===== src/rtl/fpio_pkg.sv =====
// Shared types and constants for the fpio serial link.
// Both the TX and RX sequencers use the same four-phase frame state encoding.
package fpio_pkg;

    localparam int FPIO_DATA_WIDTH = 8;

    typedef enum logic [1:0] {
        IDLE,
        START,
        DATA,
        STOP
    } fpio_ser_state_e;

endpackage


===== src/rtl/fpio_serial_ctrl_if.sv =====
// Byte-FIFO side of the serial controller: host-to-ext read port and ext-to-host write port.
// master is the controller (issues pop/push), slave is the FIFO pair.
interface fpio_serial_ctrl_if
    import fpio_pkg::*;
#(
    parameter int FIFO_BITS  = 8,
    parameter int DATA_WIDTH = FPIO_DATA_WIDTH
) ();

    logic [FIFO_BITS:0]    tx_avail;
    logic [DATA_WIDTH-1:0] tx_data;
    logic                  tx_pop;
    logic [DATA_WIDTH-1:0] rx_data;
    logic                  rx_push;
    logic                  rx_full;

    modport master (
        input  tx_avail, tx_data, rx_full,
        output tx_pop, rx_data, rx_push
    );

    modport slave (
        output tx_avail, tx_data, rx_full,
        input  tx_pop, rx_data, rx_push
    );

endinterface


===== src/rtl/fpio_bit_timer.sv =====
// Bit-period down-counter: load restarts it at reload, tick is high while the count is zero.
// Tick period is reload+1 cycles when reloaded on every tick; no backpressure.
module fpio_bit_timer (
    input  logic        clk,
    input  logic        rstn,
    input  logic        load,
    input  logic [31:0] reload,
    output logic        tick
);

    logic [31:0] cnt_q, cnt_d;

    always_comb begin
        cnt_d = cnt_q;
        if (load) begin
            cnt_d = reload;
        end else if (cnt_q != 32'd0) begin
            cnt_d = cnt_q - 32'd1;
        end
    end

    always_ff @(posedge clk) begin
        if (!rstn) begin
            cnt_q <= '0;
        end else begin
            cnt_q <= cnt_d;
        end
    end

    assign tick = (cnt_q == 32'd0);

endmodule


===== src/rtl/fpio_serial_ctrl.sv =====
// Frames FIFO bytes onto ser_o (start, LSB-first data, stop) and deframes ser_i into FIFO pushes.
// TX pops only when idle and enabled; a full RX FIFO drops the frame and raises rx_overrun.
module fpio_serial_ctrl
    import fpio_pkg::*;
#(
    parameter int FIFO_BITS  = 8,
    parameter int DATA_WIDTH = FPIO_DATA_WIDTH
) (
    input  logic                clk,
    input  logic                rstn,
    input  logic                enable,
    input  logic [31:0]         divisor,
    fpio_serial_ctrl_if.master  fifo,
    output logic                ser_o,
    input  logic                ser_i,
    output logic                tx_busy,
    output logic                rx_overrun,
    output logic                rx_frame_err,
    input  logic                err_clr
);

    localparam int BIT_W = $clog2(DATA_WIDTH);
    localparam logic [BIT_W-1:0] LAST_BIT = BIT_W'(DATA_WIDTH - 1);

    fpio_ser_state_e       tx_state_q, tx_state_d, rx_state_q, rx_state_d;
    logic [DATA_WIDTH-1:0] tx_sh_q, tx_sh_d, rx_sh_q, rx_sh_d, rx_data_q, rx_data_d;
    logic [BIT_W-1:0]      tx_bit_q, tx_bit_d, rx_bit_q, rx_bit_d;
    logic [31:0]           tx_div_q, tx_div_d, rx_div_q, rx_div_d, tx_reload, rx_reload;
    logic                  ser_o_q, ser_o_d, rx_push_q, rx_push_d;
    logic                  ovr_q, ovr_d, ferr_q, ferr_d;
    logic [1:0]            sync_q, sync_d;
    logic                  tx_load, tx_tick, rx_load, rx_tick, tx_pop, rx_in;
    logic                  ovr_set, ferr_set;

    fpio_bit_timer u_tx_timer (.clk(clk), .rstn(rstn), .load(tx_load), .reload(tx_reload), .tick(tx_tick));
    fpio_bit_timer u_rx_timer (.clk(clk), .rstn(rstn), .load(rx_load), .reload(rx_reload), .tick(rx_tick));

    always_comb begin
        tx_state_d = tx_state_q;
        tx_sh_d    = tx_sh_q;
        tx_bit_d   = tx_bit_q;
        tx_div_d   = tx_div_q;
        ser_o_d    = ser_o_q;
        tx_pop     = 1'b0;
        tx_load    = 1'b0;
        tx_reload  = tx_div_q;
        unique case (tx_state_q)
            IDLE: begin
                ser_o_d = 1'b1;
                if (rstn && enable && fifo.tx_avail != (FIFO_BITS + 1)'(0)) begin
                    // divisor is captured here so mid-frame changes only affect the next frame
                    tx_pop     = 1'b1;
                    tx_sh_d    = fifo.tx_data;
                    tx_div_d   = divisor;
                    tx_reload  = divisor;
                    tx_load    = 1'b1;
                    tx_bit_d   = '0;
                    ser_o_d    = 1'b0;
                    tx_state_d = START;
                end
            end
            START: if (tx_tick) begin
                tx_load    = 1'b1;
                ser_o_d    = tx_sh_q[0];
                tx_sh_d    = tx_sh_q >> 1;
                tx_state_d = DATA;
            end
            DATA: if (tx_tick) begin
                tx_load = 1'b1;
                if (tx_bit_q == LAST_BIT) begin
                    ser_o_d    = 1'b1;
                    tx_state_d = STOP;
                end else begin
                    ser_o_d  = tx_sh_q[0];
                    tx_sh_d  = tx_sh_q >> 1;
                    tx_bit_d = tx_bit_q + 1'b1;
                end
            end
            STOP: if (tx_tick) begin
                tx_state_d = IDLE;
            end
            default: tx_state_d = IDLE;
        endcase
    end

    assign sync_d = {sync_q[0], ser_i};
    assign rx_in  = sync_q[1];

    always_comb begin
        rx_state_d = rx_state_q;
        rx_sh_d    = rx_sh_q;
        rx_bit_d   = rx_bit_q;
        rx_div_d   = rx_div_q;
        rx_data_d  = rx_data_q;
        rx_push_d  = 1'b0;
        rx_load    = 1'b0;
        rx_reload  = rx_div_q;
        ovr_set    = 1'b0;
        ferr_set   = 1'b0;
        unique case (rx_state_q)
            IDLE: if (enable && !rx_in) begin
                // half a bit period lands every later sample mid-bit
                rx_div_d   = divisor;
                rx_reload  = divisor >> 1;
                rx_load    = 1'b1;
                rx_bit_d   = '0;
                rx_state_d = START;
            end
            START: if (rx_tick) begin
                if (rx_in) begin
                    rx_state_d = IDLE;
                end else begin
                    rx_load    = 1'b1;
                    rx_state_d = DATA;
                end
            end
            DATA: if (rx_tick) begin
                rx_load = 1'b1;
                rx_sh_d = {rx_in, rx_sh_q[DATA_WIDTH-1:1]};
                if (rx_bit_q == LAST_BIT) begin
                    rx_state_d = STOP;
                end else begin
                    rx_bit_d = rx_bit_q + 1'b1;
                end
            end
            STOP: if (rx_tick) begin
                rx_state_d = IDLE;
                if (!rx_in) begin
                    ferr_set = 1'b1;
                end else if (fifo.rx_full) begin
                    ovr_set = 1'b1;
                end else begin
                    rx_push_d = 1'b1;
                    rx_data_d = rx_sh_q;
                end
            end
            default: rx_state_d = IDLE;
        endcase
    end

    assign ovr_d  = ovr_set | (ovr_q & ~err_clr);
    assign ferr_d = ferr_set | (ferr_q & ~err_clr);

    always_ff @(posedge clk) begin
        if (!rstn) begin
            tx_state_q <= IDLE;
            rx_state_q <= IDLE;
            tx_sh_q    <= '0;
            rx_sh_q    <= '0;
            tx_bit_q   <= '0;
            rx_bit_q   <= '0;
            tx_div_q   <= '0;
            rx_div_q   <= '0;
            rx_data_q  <= '0;
            ser_o_q    <= 1'b1;
            rx_push_q  <= 1'b0;
            ovr_q      <= 1'b0;
            ferr_q     <= 1'b0;
            sync_q     <= 2'b11;
        end else begin
            tx_state_q <= tx_state_d;
            rx_state_q <= rx_state_d;
            tx_sh_q    <= tx_sh_d;
            rx_sh_q    <= rx_sh_d;
            tx_bit_q   <= tx_bit_d;
            rx_bit_q   <= rx_bit_d;
            tx_div_q   <= tx_div_d;
            rx_div_q   <= rx_div_d;
            rx_data_q  <= rx_data_d;
            ser_o_q    <= ser_o_d;
            rx_push_q  <= rx_push_d;
            ovr_q      <= ovr_d;
            ferr_q     <= ferr_d;
            sync_q     <= sync_d;
        end
    end

    assign fifo.tx_pop  = tx_pop;
    assign fifo.rx_push = rx_push_q;
    assign fifo.rx_data = rx_data_q;
    assign ser_o        = ser_o_q;
    assign tx_busy      = (tx_state_q != IDLE);
    assign rx_overrun   = ovr_q;
    assign rx_frame_err = ferr_q;

endmodule


===== src/flat_wrapper.sv =====
// flat-port wrapper written by rule: the top's interface ports become plain ports
module fpio_serial_ctrl_flat import fpio_pkg::*;
#(
    parameter int FIFO_BITS  = 8,
    parameter int DATA_WIDTH = FPIO_DATA_WIDTH
)
  (clk, rstn, enable, divisor, ser_o, ser_i, tx_busy, rx_overrun, rx_frame_err, err_clr, fifo_tx_avail, fifo_tx_data, fifo_rx_full, fifo_tx_pop, fifo_rx_data, fifo_rx_push);
  fpio_serial_ctrl_if #(.FIFO_BITS(FIFO_BITS), .DATA_WIDTH(DATA_WIDTH)) fifo_i ();
  input  logic clk;
  input  logic rstn;
  input  logic enable;
  input  logic [31:0] divisor;
  output logic ser_o;
  input  logic ser_i;
  output logic tx_busy;
  output logic rx_overrun;
  output logic rx_frame_err;
  input  logic err_clr;
  input wire logic [$bits(fifo_i.tx_avail)-1:0] fifo_tx_avail;
  input wire logic [$bits(fifo_i.tx_data)-1:0] fifo_tx_data;
  input wire logic [$bits(fifo_i.rx_full)-1:0] fifo_rx_full;
  output wire logic [$bits(fifo_i.tx_pop)-1:0] fifo_tx_pop;
  output wire logic [$bits(fifo_i.rx_data)-1:0] fifo_rx_data;
  output wire logic [$bits(fifo_i.rx_push)-1:0] fifo_rx_push;
  assign fifo_i.tx_avail = fifo_tx_avail;
  assign fifo_i.tx_data = fifo_tx_data;
  assign fifo_i.rx_full = fifo_rx_full;
  assign fifo_tx_pop = fifo_i.tx_pop;
  assign fifo_rx_data = fifo_i.rx_data;
  assign fifo_rx_push = fifo_i.rx_push;
  fpio_serial_ctrl #(.FIFO_BITS(FIFO_BITS), .DATA_WIDTH(DATA_WIDTH)) u_core (.clk(clk), .rstn(rstn), .enable(enable), .divisor(divisor), .fifo(fifo_i), .ser_o(ser_o), .ser_i(ser_i), .tx_busy(tx_busy), .rx_overrun(rx_overrun), .rx_frame_err(rx_frame_err), .err_clr(err_clr));
endmodule

===== config.mk =====
export PLATFORM = sky130hd
export DESIGN_NAME = fpio_serial_ctrl_flat
export DESIGN_NICKNAME = d
export VERILOG_FILES = /design/src/rtl/fpio_pkg.sv /design/src/rtl/fpio_serial_ctrl_if.sv /design/src/rtl/fpio_bit_timer.sv /design/src/rtl/fpio_serial_ctrl.sv /design/src/flat_wrapper.sv
export SDC_FILE = /design/constraint.sdc
export NUM_CORES = 1
export LEC_CHECK = 0
export ABC_AREA = 1
export CAP_MARGIN = 10
export CORE_ASPECT_RATIO = 0.5
export CORE_MARGIN = 1.5
export CORE_UTILIZATION = 59
export DETAILED_ROUTE_END_ITERATION = 8
export HOLD_SLACK_MARGIN = 0.05
export PLACE_DENSITY = 0.86
export SETUP_SLACK_MARGIN = 0.4
export SYNTH_ARGS = -nofsm -noshare
export SYNTH_HDL_FRONTEND = slang
export SYNTH_SLANG_ARGS = --single-unit

===== constraint.sdc =====
create_clock -name clk -period 2.4 [get_ports clk]
set_input_delay 0.24 -clock clk [delete_from_list [all_inputs] [get_ports clk]]
set_output_delay 0.24 -clock clk [all_outputs]
set_load 0.005 [all_outputs]

# --- Yosys cells after proc, flatten, opt, wreduce, memory -nomap -nowiden ---
# Cells that the tools add are included.
word_totals:
  register_bits: 168
  latch_bits: 0
  ram_bits: 0
  mem_bits_ro: 0
  wordCells: 128
  n_memories: 0
classes:
  add_sub_neg: 4
  multipliers: 0
  n_div: 0
  n_lt_le_gt_ge: 0
  eq_ne: 20
  shift: 0
  mux: 54
  n_bitwise: 6
  n_reduce_logical: 28
ops:
  columns: ["operator", "n"]
  rows:
  - ["$mux W32", 8]
  - ["$logic_not A32 Y1", 2]
  - ["$reduce_bool A32 Y1", 2]
  - ["$sub A32 B1 Y32 const B", 2]
  - ["$mux W8", 4]
  - ["$pmux W8 S3", 1]
  - ["$mux W2", 11]
  - ["$ne A2 B1 Y1 const B", 10]
  - ["$mux W3", 6]
  - ["$mux W1", 17]
  - ["$pmux W2 S4", 2]
  - ["$reduce_and A4 Y1", 4]
  - ["$reduce_and A5 Y1", 3]
  - ["$pmux W3 S2", 2]
  - ["$reduce_bool A2 Y1", 5]
  - ["$reduce_bool A9 Y1", 1]
  - ["$eq A2 B2 Y1 const B", 4]
  - ["$add A3 B1 Y3 const B", 2]
  - ["$eq A3 B3 Y1 const B", 2]
  - ["$pmux W1 S3", 2]
  - ["$eq A2 B1 Y1 const B", 2]
  - ["$logic_not A2 Y1", 2]
  - ["$ne A2 B2 Y1 const B", 2]
  - ["$reduce_and A2 Y1", 2]
  - ["other kinds (9)", 14]

# --- Depth between registers and ports, before layout ---
# Gate-level depths: netlist (run 1).
logic_depth:
  ltp_word: 5
  mapped_depth: 13
  ltp_nobuf: 13

# --- Cells and area by module ---
# From an unflattened synthesis (run 1), not the netlist that was laid out.
hier_totals:
  cells_unflattened: 1359
  area_unflattened_um2: 8878.5
modules_own_cells:
  columns: ["module", "instances", "cells_each", "area_per_inst_um2", "seq_area_each_um2"]
  rows:
  - ["fpio_serial_ctrl", 1, 631, 4501.8, 2082.0]
  - ["fpio_bit_timer", 2, 364, 2188.3, 640.6]

# --- Least setup slack after synthesis (run 1) ---
# Ideal clock, no wire load.
synth_path:
  path_type: "register -> register"
  startpoint: "reg u_core.u_rx_timer.cnt_q[0]"
  endpoint: "reg u_core.u_rx_timer.cnt_q[3]"
  setup_time_ns: 0.128
  arrival_time_ns: 1.648
  required_ns: 2.272
  slack_ns: 0.624
  path_stages_with_launch: 14
  n_path_buf: 2
  synth_period_minus_slack_ns: 1.776
  cell_sequence: "dfxtp_1 inv_1 ha_1 nand2_2 nor2_4 nand2_2 nor2_4 buf_12 nand2_8 nand2_8 buf_12 nand3_1 o211ai_1 nor2_1"
synth_between:
  elab_chain_len: 4
  elab_cells_between_ends: 9
synth_lines:
  columns: ["element", "line", "text"]
  rows:
  - ["start: declaration", "fpio_bit_timer.sv:11", "logic [31:0] cnt_q, cnt_d;"]
  - ["start signal: assignment", "fpio_bit_timer.sv:26", "cnt_q <= cnt_d;"]
  - ["branches (longest 4 deep; another with $sub A32 B1 Y32)", null, null]
# Parallel ways; which one is timed is not known. The select of a mux whose other input is x is not followed.
# A chain may end at the register's enable or synchronous reset.

# --- Final worst setup path (run 1) ---
layout_path:
  startpoint: "reg u_core.u_rx_timer.cnt_q[12]"
  endpoint: "reg u_core.u_rx_timer.cnt_q[25]"
# The elaborated chain is that of the path after synthesis.

==> metrics.md, run 1 <==
| Metric | Value |
|---|---|
| R2r worst-path depth | 10 |
| Minimum clock period | 1.93 ns |
| Maximum clock insertion buffer count | 2 |
| Area Overhead vs Synth | 18.6% |
| Routed wire length | 22200 um |
| Post-synth top area share | 0.389 |
| Via density | 5.37 |
| Post-Syn Area per Cell | 6.63 sq um |
| Reg clk slew, reported paths | 0.07 ns |
| Static leakage | 4.62 nW |
| Tcrit/Tclk final | 0.802 |
| Fillers | 1128 |
| Post-placement setup slack | 0.144 ns |
| Die Y | 88.6 um |
| Die Area | 0.0154 sq mm |
| Critical Path AT | 2.27 ns |
| Status | completed |
| Seq cells post-synth | 168 |
| PwrDens | 1290 mW/mm^2 |
| Setup CP Type | flip-flop to flip-flop |
| Largest net degree at the start of global routing | 52 |
| # setup viols final | 0 |
| Area contributors post-synth | dfxtp_1, nand2_1, nor2_1 |
| Fin Clk Skew | 0.0116 ns |
| Top cell type by total area after synthesis | dfxtp_1 |
| Vias post-DR | 8474 |
| Flop-to-flop setup slack | 0.47 ns |
| Clock sink count | 168 |
| Hold path cells | 2 |
| Max FO, Critical Path | 16 |
| Yosys warns | 0 |
| Hold Path Origin | ser_i |
| Fin Setup TNS | 0 ns |
| Req. time, crit path | 2.74 ns |
| Detailed placement HPWL | 15500 um |
| CTS Buf Count | 17 |
| Net Count, Synth | 1370 |
| Final net count | 1434 |
| Slew HR | 0.620 |
| MaxCap Viol Count | 0 |
| Worst min-delay path category | input pin to flip-flop |
| Max stage delay on crit path | 0.35 ns |
| Syn Inst Count | 1304 |
| Post-synthesis sequential area ratio | 0.389 |
| Mapped Area | 0.00865 sq mm |
| Row cnt | 31 |
| Num ports | 69 |
| Die width | 174 um |
| Ant. Diodes | 0 |
| Vias in the first global route | 7566 |
| CTS root buf | clkbuf_16 |
| GRT Overall Usage | 0.289 |
| Fin Hold WS | 0.387 ns |
| Worst R2R End | u_core.u_rx_timer.cnt_q[25] |
| Core area | 0.0144 sq mm |
| Peak supply drop | 0.000644 V |
| Pre-antenna DRT Iters | 5 |
| Netlist cell types | 40 |
| RSZ-0062 raised after global routing | true |
| Critical path endpoint category | flip-flop |
| Top achievable clock speed | 519 MHz |
| Clk_lat worst skew | 0.44 ns |
| Hold path endpoint | u_core.sync_q[0] |
| Final hold violation count | 0 |
| Final ANT Viol Nets | 0 |
| Hold Buf Count CTS | 0 |
| Initial antenna violation count | 0 |
| Worst path cell trace | nor2_1, nand2_1, nor2_2, nand2_2, nor2_4, buf_12, a21oi_4, nand2_4, nand2_8, a31oi_1 |
| Layout cells sized above 1 | 0.0847 |
| CP startpoint kind | flip-flop |
| Global-route wire length before repair | 35700 um |
| Commonest non-fill, non-tap cell in the layout | nand2_1 |
| Worst r2r src | u_core.u_rx_timer.cnt_q[12] |
| TritonCTS clock tree | built |
| Port buffer count | 68 |
| Starting Density | 0.601 |
| DRT iter0 DRCs | 966 |
| Post-route setup slack | 0.474 ns |
| WL/cell | 14.1 um |
| CTS H-tree lvls | 4 |
| RePlAce Congestion | 0.947 |
| Worst-margin pin slew | 0.564 ns |
| Grt total ovfl | 0 |
| Slowest CP cell | dfxtp_1 |
| Most frequent cells in the layout | nand2_1, nor2_1, dfxtp_1 |
| Slew Viols, Final | 0 |
| DRC Markers | 0 |
stage by stage:
step	utilization	area, sq um	instances	power (mW)
after floorplan	-	8650	1304	8.73
after global placement	0.658	9470	1541	9.91
after detailed placement	0.658	9470	1541	10.0
after CTS	0.704	10100	1575	13.0
after global routing	0.713	10300	1579	14.3
final	0.713	10300	1579	13.2
Yosys cell counts, drive strengths merged:
cell type    n
a211oi       1
or2          4
xor2        25
nand4        9
nand2      364
ha          11
and2         1
o2111ai      2
nand3       79
a21oi      106
nor2       231
nor3        16
xnor2       20
o21bai       8
dfxtp      168
clkinv       2
clkbuf      33
o21ai       61
buf         16
inv        138
nand3b       4
a31oi        4
o211ai       1
metal layers:
layer,wire [um],track usage,vias up
li1,-,-,4227
met1,10100,0.381,3922
met2,10500,0.485,289
met3,1370,0.0515,36
met4,316,0.101,0
met5,0,0,-
registers in the layout, summed over array words and instances (netlist names), 2 cells and up, named ones only:
signal	cells
u_core.rx_sh_q	8
u_core.rx_bit_q	3
u_core.tx_div_q	32
u_core.rx_div_q	32
u_core.fifo.rx_data	8
u_core.u_tx_timer.cnt_q	32
u_core.u_rx_timer.cnt_q	32
u_core.tx_bit_q	3
u_core.tx_state_q	2
u_core.tx_sh_q	8
u_core.sync_q	2
kinds of logic (layout without fill, tap and decap cells):
logic type	after synthesis	in the layout	synth area share
AND/OR/NAND/NOR	708	709	0.342
flip-flops	168	168	0.389
adder cells (fa/ha/maj)	11	11	0.0159
XOR/XNOR	45	45	0.0456
AO/OA/AOI/OAI	183	183	0.114
buffers and inverters	189	265	0.0939
where the power goes:
group          switching (mW)  total (mW)  leakage [nW]  internal, mW
Clock                    1.36        2.78         0.294          1.42
Combinational            4.10        6.57          2.96          2.47
Sequential              0.510        3.88          1.37          3.37
area by class of cell:
type / instances / area [sq um] / area share
Clock buffer: 17 / 425 / 0.0415
Clock inverter: 15 / 183 / 0.0178
Inverter: 140 / 534 / 0.0521
Multi-Input combinational cell: 948 / 4580 / 0.446
Sequential cell: 168 / 3360 / 0.328
Tap cell: 198 / 248 / 0.0241
Timing Repair Buffer: 93 / 930 / 0.0906
how the worst max path moves through the flow:
stage,start,end,slack [ns],depth (start not counted)
after floorplan,u_core.u_rx_timer.cnt_q[0],u_core.u_rx_timer.cnt_q[3],0.62,13
after CTS,u_core.tx_state_q[0],fifo_tx_pop,0.36,5
after global placement,enable,u_core.u_tx_timer.cnt_q[2],0.21,8
after detailed placement,enable,u_core.u_tx_timer.cnt_q[3],0.14,8
final,u_core.u_rx_timer.cnt_q[12],u_core.u_rx_timer.cnt_q[25],0.47,10
after global routing,u_core.u_tx_timer.cnt_q[24],u_core.u_tx_timer.cnt_q[1],0.39,13
timing repair:
action,4_1_cts,5_1_grt
setup buffers,2,2
resized for setup,8,21
cloned,0,2
pin swaps,2,5
endpoints found under the setup margin,21,59
critical path, delay by kind of cell, from the launching register on:
family	cells	cell delay, ns
buf+inv	1	0.14
simple gates	7	1.02
flops	1	0.35
compound gates	2	0.33
No activity file was read; power rests on OpenSTA's default activity.
==> run 2: changes to the inputs <==
--- a/config.mk
+++ b/config.mk
@@ -9,10 +9,10 @@
 export CAP_MARGIN = 10
 export CORE_ASPECT_RATIO = 0.5
 export CORE_MARGIN = 1.5
-export CORE_UTILIZATION = 59
+export CORE_UTILIZATION = 53
 export DETAILED_ROUTE_END_ITERATION = 8
 export HOLD_SLACK_MARGIN = 0.05
-export PLACE_DENSITY = 0.86
+export PLACE_DENSITY = 0.82
 export SETUP_SLACK_MARGIN = 0.4
 export SYNTH_ARGS = -nofsm -noshare
 export SYNTH_HDL_FRONTEND = slang
==> constraint.sdc (replaced) <==
create_clock -name clk -period 1.7 [get_ports clk]
set_input_delay 0.17 -clock clk [delete_from_list [all_inputs] [get_ports clk]]
set_output_delay 0.17 -clock clk [all_outputs]
set_load 0.005 [all_outputs]
==> metrics.md, run 2 <==
| Metric | Value |
|---|---|
| Row cnt | 32 |
| Worst endpoint type | register input |
| Netlist cell types | 40 |
| Top cell type by total area after synthesis | dfxtp_1 |
| Yosys warns | 0 |
| Die Y | 93.3 um |
| Post-synth EDFFs | 0 |
| Largest net degree at the start of global routing | 35 |
| Post-synthesis sequential area ratio | 0.389 |
| Synth Flop Type | dfxtp_1 |
| Error | [ERROR DPL-0038] Utilization greater than 100%, impossible to legalize |
| Seq cells post-synth | 168 |
| Mapped Area | 0.00865 sq mm |
| CTS root buf | clkbuf_16 |
| Synth async-reset ratio | 0 |
| Crit. endpoint post-GRT repair | u_core.tx_bit_q[2]$_SDFFE_PN0P_/D |
| Maximum clock insertion buffer count | 2 |
| Status | did not finish |
| Area contributors post-synth | dfxtp_1, nand2_1, nor2_1 |
| Stopping stage | global routing |
| Clock sink count | 168 |
| Syn Inst Count | 1304 |
| CTS H-tree lvls | 4 |
| Hold Buf Count CTS | 0 |
| Top cell types by occurrence after synthesis | nand2_1, nor2_1, dfxtp_1 |
| Net Count, Synth | 1370 |
| RePlAce Congestion | 0.989 |
| Port buffer count | 68 |
| Num ports | 69 |
| Die width | 184 um |
| Post-Syn Area per Cell | 6.63 sq um |
| Detailed placement HPWL | 18500 um |
| Placed cell count | 1739 |
| Top-count cell post-synth | nand2_1 |
| Starting Density | 0.551 |
| Post-synth top area share | 0.389 |
| CTS Buf Count | 17 |
run 2: cell counts after synthesis:
Identical to the previous run, type by type.
run 2: timing repair:
| action | CTS |
|---|---|
| setup endpoints to repair | 180 |
| cloned | 19 |
| pin swaps | 91 |
| gates resized for setup | 388 |
| setup buffers | 54 |
run 2: logic make-up after synthesis:
logic type      count (synthesis)  synth area share
compound gates                183             0.114
xor+xnor                       45            0.0456
fa+ha+maj                      11            0.0159
buf+inv                       189            0.0939
flops                         168             0.389
simple gates                  708             0.342
run 2: metrics by stage:
step,hold slack (ns),utilization,setup TNS (ns),area [sq um],setup slack [ns]
detailed placement,0.407,0.704,-31.88,11000,-0.457
CTS,0.302,0.872,-0.724,13700,-0.0601
global placement,0.398,0.704,-23.07,11000,-0.333
floorplan,0.277,-,0,8950,0.0874
==> run 3: changes to the inputs <==
--- a/config.mk
+++ b/config.mk
@@ -7,13 +7,10 @@
 export LEC_CHECK = 0
 export ABC_AREA = 1
 export CAP_MARGIN = 10
-export CORE_ASPECT_RATIO = 0.5
 export CORE_MARGIN = 1.5
-export CORE_UTILIZATION = 53
+export CORE_UTILIZATION = 40
 export DETAILED_ROUTE_END_ITERATION = 8
-export HOLD_SLACK_MARGIN = 0.05
-export PLACE_DENSITY = 0.82
-export SETUP_SLACK_MARGIN = 0.4
+export PLACE_DENSITY_LB_ADDON = 0.15
 export SYNTH_ARGS = -nofsm -noshare
 export SYNTH_HDL_FRONTEND = slang
 export SYNTH_SLANG_ARGS = --single-unit
==> constraint.sdc (replaced) <==
create_clock -name clk -period 2.21 [get_ports clk]
set_input_delay 0.221 -clock clk [delete_from_list [all_inputs] [get_ports clk]]
set_output_delay 0.221 -clock clk [all_outputs]
set_load 0.005 [all_outputs]
==> metrics.md, run 3 (same netlist as run 1, synthesis figures left out) <==
| Metric | Value |
|---|---|
| Core area | 0.0211 sq mm |
| Final hold violation count | 0 |
| Worst r2r src | u_core.u_tx_timer.cnt_q[0] |
| Fin Setup TNS | 0 ns |
| Critical path endpoint category | output pin |
| Critical Path AT | 1.87 ns |
| Routed wire length | 23100 um |
| TritonCTS clock tree | built |
| Clock sink count | 168 |
| Top achievable clock speed | 478 MHz |
| Tcrit/Tclk final | 0.946 |
| DRC Markers | 0 |
| PwrDens | 1400 mW/mm^2 |
| Area Overhead vs Synth | 19.8% |
| Worst setup startpoint | u_core.tx_state_q[0] |
| Fin Clk Skew | 0.00934 ns |
| Die width | 150 um |
| CTS H-tree lvls | 4 |
| Vias in the first global route | 7687 |
| R2r worst-path depth | 11 |
| Maximum clock insertion buffer count | 2 |
| CP startpoint kind | flip-flop |
| Worst-margin pin slew | 0.512 ns |
| Pre-antenna DRT Iters | 5 |
| Hold Buf Count CTS | 0 |
| Global-route wire length before repair | 37600 um |
| Fin Hold WS | 0.360 ns |
| Grt total ovfl | 0 |
| Ant. Diodes | 0 |
| Util after Layout | 0.492 |
| Final net count | 1439 |
| Layout cells sized above 1 | 0.0743 |
| Via density | 4.89 |
| Hold Path Origin | ser_i |
| Final ANT Viol Nets | 0 |
| DRT iter0 DRCs | 515 |
| Die Y | 150 um |
| Starting Density | 0.410 |
| Worst min-delay path category | input pin to flip-flop |
| Max FO, Critical Path | 5 |
| Status | completed |
| Num ports | 69 |
| Initial antenna violation count | 0 |
| CTS Buf Count | 17 |
| Hold path cells | 2 |
| Slew Viols, Final | 0 |
| Static leakage | 4.64 nW |
| Setup CP Type | flip-flop to output pin |
| Detailed placement HPWL | 17100 um |
| Req. time, crit path | 1.99 ns |
| Power Total | 14.6 mW |
| Design area | 0.0104 sq mm |
| Peak supply drop | 0.000707 V |
| WL/cell | 13.9 um |
| Commonest non-fill, non-tap cell in the layout | nand2_1 |
| Row cnt | 53 |
| Port buffer count | 68 |
| Fillers | 2218 |
| Slew HR | 0.659 |
| Placed inst area | 0.00969 sq mm |
| RePlAce Congestion | 0.903 |
| Reg clk slew, reported paths | 0.07 ns |
| Vias post-DR | 8121 |
| Most frequent cells in the layout | nand2_1, nor2_1, dfxtp_1 |
| RSZ-0062 raised after global routing | false |
| GRT Overall Usage | 0.211 |
| Die Area | 0.0225 sq mm |
| Largest net degree at the start of global routing | 60 |
| MaxCap Viol Count | 0 |
| Clk_lat worst skew | 0.43 ns |
| # setup viols final | 0 |
| Minimum clock period | 2.09 ns |
| CTS root buf | clkbuf_16 |
## run 3: worst paths after layout
path                        to  slack, ns
max reg2reg  u_core.tx_sh_q[7]       0.23
max                fifo_tx_pop       0.12
min reg2reg   u_core.sync_q[1]       0.45
min           u_core.sync_q[0]       0.36
## run 3: repair_timing
action,CTS,global route
pin swaps,0,3
endpoints found under the hold margin,0,0
setup endpoints to repair,1,13
buffers inserted,0,2
gates resized for setup,1,1
## run 3: cell type report
class / count / area [sq um] / area share
Clock buffer: 19 / 443 / 0.0427
Clock inverter: 13 / 194 / 0.0187
Inverter: 140 / 532 / 0.0513
Multi-Input combinational cell: 947 / 4490 / 0.433
Sequential cell: 168 / 3360 / 0.324
Tap cell: 275 / 344 / 0.0332
Timing Repair Buffer: 99 / 1000 / 0.0965
## run 3: worst max-delay path: stages, from the launching register on
cell and delay [ns]:
dfxtp_1 0.34, inv_1 0.15, ha_4 0.19, nand2_2 0.11
inv_1 0.14, clkdlybuf4s50_1 0.51
## run 3: per-layer routing
metal	wire, um	vias to the layer above	GRT usage
met2	10200	161	0.336
li1	-	4237	-
met4	201	0	0.0456
met3	1160	11	0.0537
met1	11500	3712	0.285
met5	0	-	0
## run 3: report_power, final
part	internal [mW]	total (mW)	leakage (nW)	switching, mW
clock	1.94	3.25	0.296	1.32
sequential	3.66	4.21	1.37	0.543
combinational	2.71	7.10	2.97	4.38
total	8.31	14.6	4.64	6.24
## run 3: per-stage QoR
step | std cells | setup WS (ns)
detailed placement | 1627 | 0.0928
global route | 1661 | 0.000270
floorplan | 1304 | 0.434
finish | 1661 | 0.120
global placement | 1627 | 0.0868
CTS | 1659 | 0.0396
==> run 4: changes to the inputs <==
--- a/config.mk
+++ b/config.mk
@@ -11,6 +11,7 @@
 export CORE_UTILIZATION = 40
 export DETAILED_ROUTE_END_ITERATION = 8
 export PLACE_DENSITY_LB_ADDON = 0.15
+export REMOVE_ABC_BUFFERS = 1
 export SYNTH_ARGS = -nofsm -noshare
 export SYNTH_HDL_FRONTEND = slang
 export SYNTH_SLANG_ARGS = --single-unit
==> metrics.md, run 4 (same netlist as run 1, synthesis figures left out) <==
| Metric | Value |
|---|---|
| Initial antenna violation count | 0 |
| Num ports | 69 |
| Grt total ovfl | 0 |
| Placed cell count | 1626 |
| Static leakage | 4.59 nW |
| Slew Viols, Final | 0 |
| CTS root buf | clkbuf_16 |
| Row cnt | 53 |
| WP depth | 5 |
| Minimum clock period | 2.11 ns |
| Max FO, Critical Path | 5 |
| Status | completed |
| Post-CTS setup buffers | 0 |
| # setup viols final | 0 |
| Worst setup startpoint | u_core.tx_state_q[0] |
| Clk_lat worst skew | 0.43 ns |
| Die Area | 0.0225 sq mm |
| Largest net degree at the start of global routing | 61 |
| Post-Layout Cell Count | 1658 |
| Vias post-DR | 8089 |
| Final net count | 1436 |
| WL/cell | 13.6 um |
| Clock sink count | 168 |
| Hold Buf Count CTS | 0 |
| Most used cell, CP | inv_1 |
| MaxCap Viol Count | 0 |
| Met2 Use GR | 0.347 |
| Crit path buf inv count | 3 |
| Port buffer count | 68 |
| Via density | 4.88 |
| CP startpoint kind | flip-flop |
| Commonest non-fill, non-tap cell in the layout | nand2_1 |
| Routed wire length | 22600 um |
| DRC Markers | 0 |
| M3 GR Usage | 0.0521 |
| Req. time, crit path | 1.99 ns |
| R2r worst-path depth | 9 |
| CTS Buf Count | 17 |
| PwrDens | 1390 mW/mm^2 |
| TritonCTS clock tree | built |
| Global-route wire length before repair | 37700 um |
| Top achievable clock speed | 475 MHz |
| Tcrit/Tclk final | 0.953 |
| Final hold violation count | 0 |
| Ant. Diodes | 0 |
| Vias in the first global route | 7756 |
| Worst path cell trace | inv_1, ha_4, nand2_2, inv_1, clkdlybuf4s50_1 |
| Global routing's busiest layer | met2 |
| Final ANT Viol Nets | 0 |
| Setup CP Type | flip-flop to output pin |
| Fin Hold WS | 0.349 ns |
| DRT iter0 DRCs | 510 |
| Max stage delay on crit path | 0.53 ns |
| Fin Clk Skew | 0.0107 ns |
| Reg clk slew, reported paths | 0.07 ns |
| Critical Path AT | 1.89 ns |
| Die Y | 150 um |
| Worst r2r src | u_core.u_rx_timer.cnt_q[0] |
| Detailed placement HPWL | 16400 um |
| Slew HR | 0.686 |
| Critical path endpoint category | output pin |
| Most frequent cells in the layout | nand2_1, nor2_1, dfxtp_1 |
| Grt met1 use | 0.283 |
| GRT Overall Usage | 0.212 |
| Worst min-delay path category | input pin to flip-flop |
| CTS H-tree lvls | 4 |
| Pre-antenna DRT Iters | 5 |
| RePlAce Congestion | 0.872 |
| Flop-to-flop setup slack | 0.22 ns |
| Starting Density | 0.410 |
| Peak supply drop | 0.000565 V |
| RSZ-0062 raised after global routing | false |
| Slowest CP cell | clkdlybuf4s50_1 |
| Worst-margin pin slew | 0.471 ns |
| Maximum clock insertion buffer count | 2 |
| Crit path to | fifo_tx_pop |
| Area Overhead vs Synth | 18.3% |
| Cell family with most CP delay | buffers and inverters |
| Die width | 150 um |
| Worst R2R End | u_core.fifo.rx_data[1] |
| Core area | 0.0211 sq mm |
| Layout cells sized above 1 | 0.0730 |
==> run 4: changes by cell type in the layout (fill, tap and decap cells not counted) <==
cell        previous run  this run
inv_6                  3         9
buf_12                 7         2
clkinv_4               3         0
buf_4                 24        26
bufinv_16              4         2
clkinv_2               1         3
clkbuf_1               1         0
clkbuf_8               1         0
clkinvlp_4             4         3
==> run 4: power breakdown <==
group          internal (mW)  switching (mW)
sequential              3.66           0.542
clock                   1.69            1.34
combinational           2.64            4.35
==> run 4: worst min-delay path by stage <==
stage	start	endpoint	slack [ns]	cells after the start
2_1_floorplan	rstn	u_core.u_tx_timer.cnt_q[1]	0.32	2
3_3_place_gp	u_core.sync_q[0]	u_core.sync_q[1]	0.40	1
3_5_place_dp	u_core.sync_q[0]	u_core.sync_q[1]	0.40	1
4_1_cts	ser_i	u_core.sync_q[0]	0.34	2
5_1_grt	ser_i	u_core.sync_q[0]	0.34	2
6_report	ser_i	u_core.sync_q[0]	0.35	2
==> run 4: cell type report <==
| class | count | area (sq um) |
|---|---|---|
| Clock buffer | 17 | 425 |
| Clock inverter | 15 | 163 |
| Inverter | 140 | 532 |
| Fill cell | 2238 | 10900 |
| Multi-Input combinational cell | 947 | 4490 |
| Tap cell | 275 | 344 |
| Sequential cell | 168 | 3360 |
| Timing Repair Buffer | 96 | 916 |
==> run 4: timing repair <==
item / 4_1_cts / 5_1_grt
resized for setup: 1 / 1
cloned: 0 / 0
setup endpoints to repair: 1 / 1
pin swaps: 0 / 0
==> run 4: metrics by stage <==
stage	power [mW]	util	setup slack, ns	setup TNS [ns]	area (sq um)
after CTS	14.3	0.485	0.0550	0	10200
after floorplan	9.34	-	-0.516	-18.21	8370
final	14.2	0.485	0.104	0	10200
after detailed placement	11.2	0.457	0.0264	0	9630
after global routing	15.6	0.485	0.00568	0	10200
after global placement	11.2	0.457	0.0740	0	9630
==> run 4: per-layer routing <==
metal	wire [um]	part of all wire	vias to the layer above
met5	0	0	-
met4	147	0.0065	0
met3	1250	0.055	11
met2	10100	0.45	174
met1	11100	0.49	3679
li1	-	-	4225
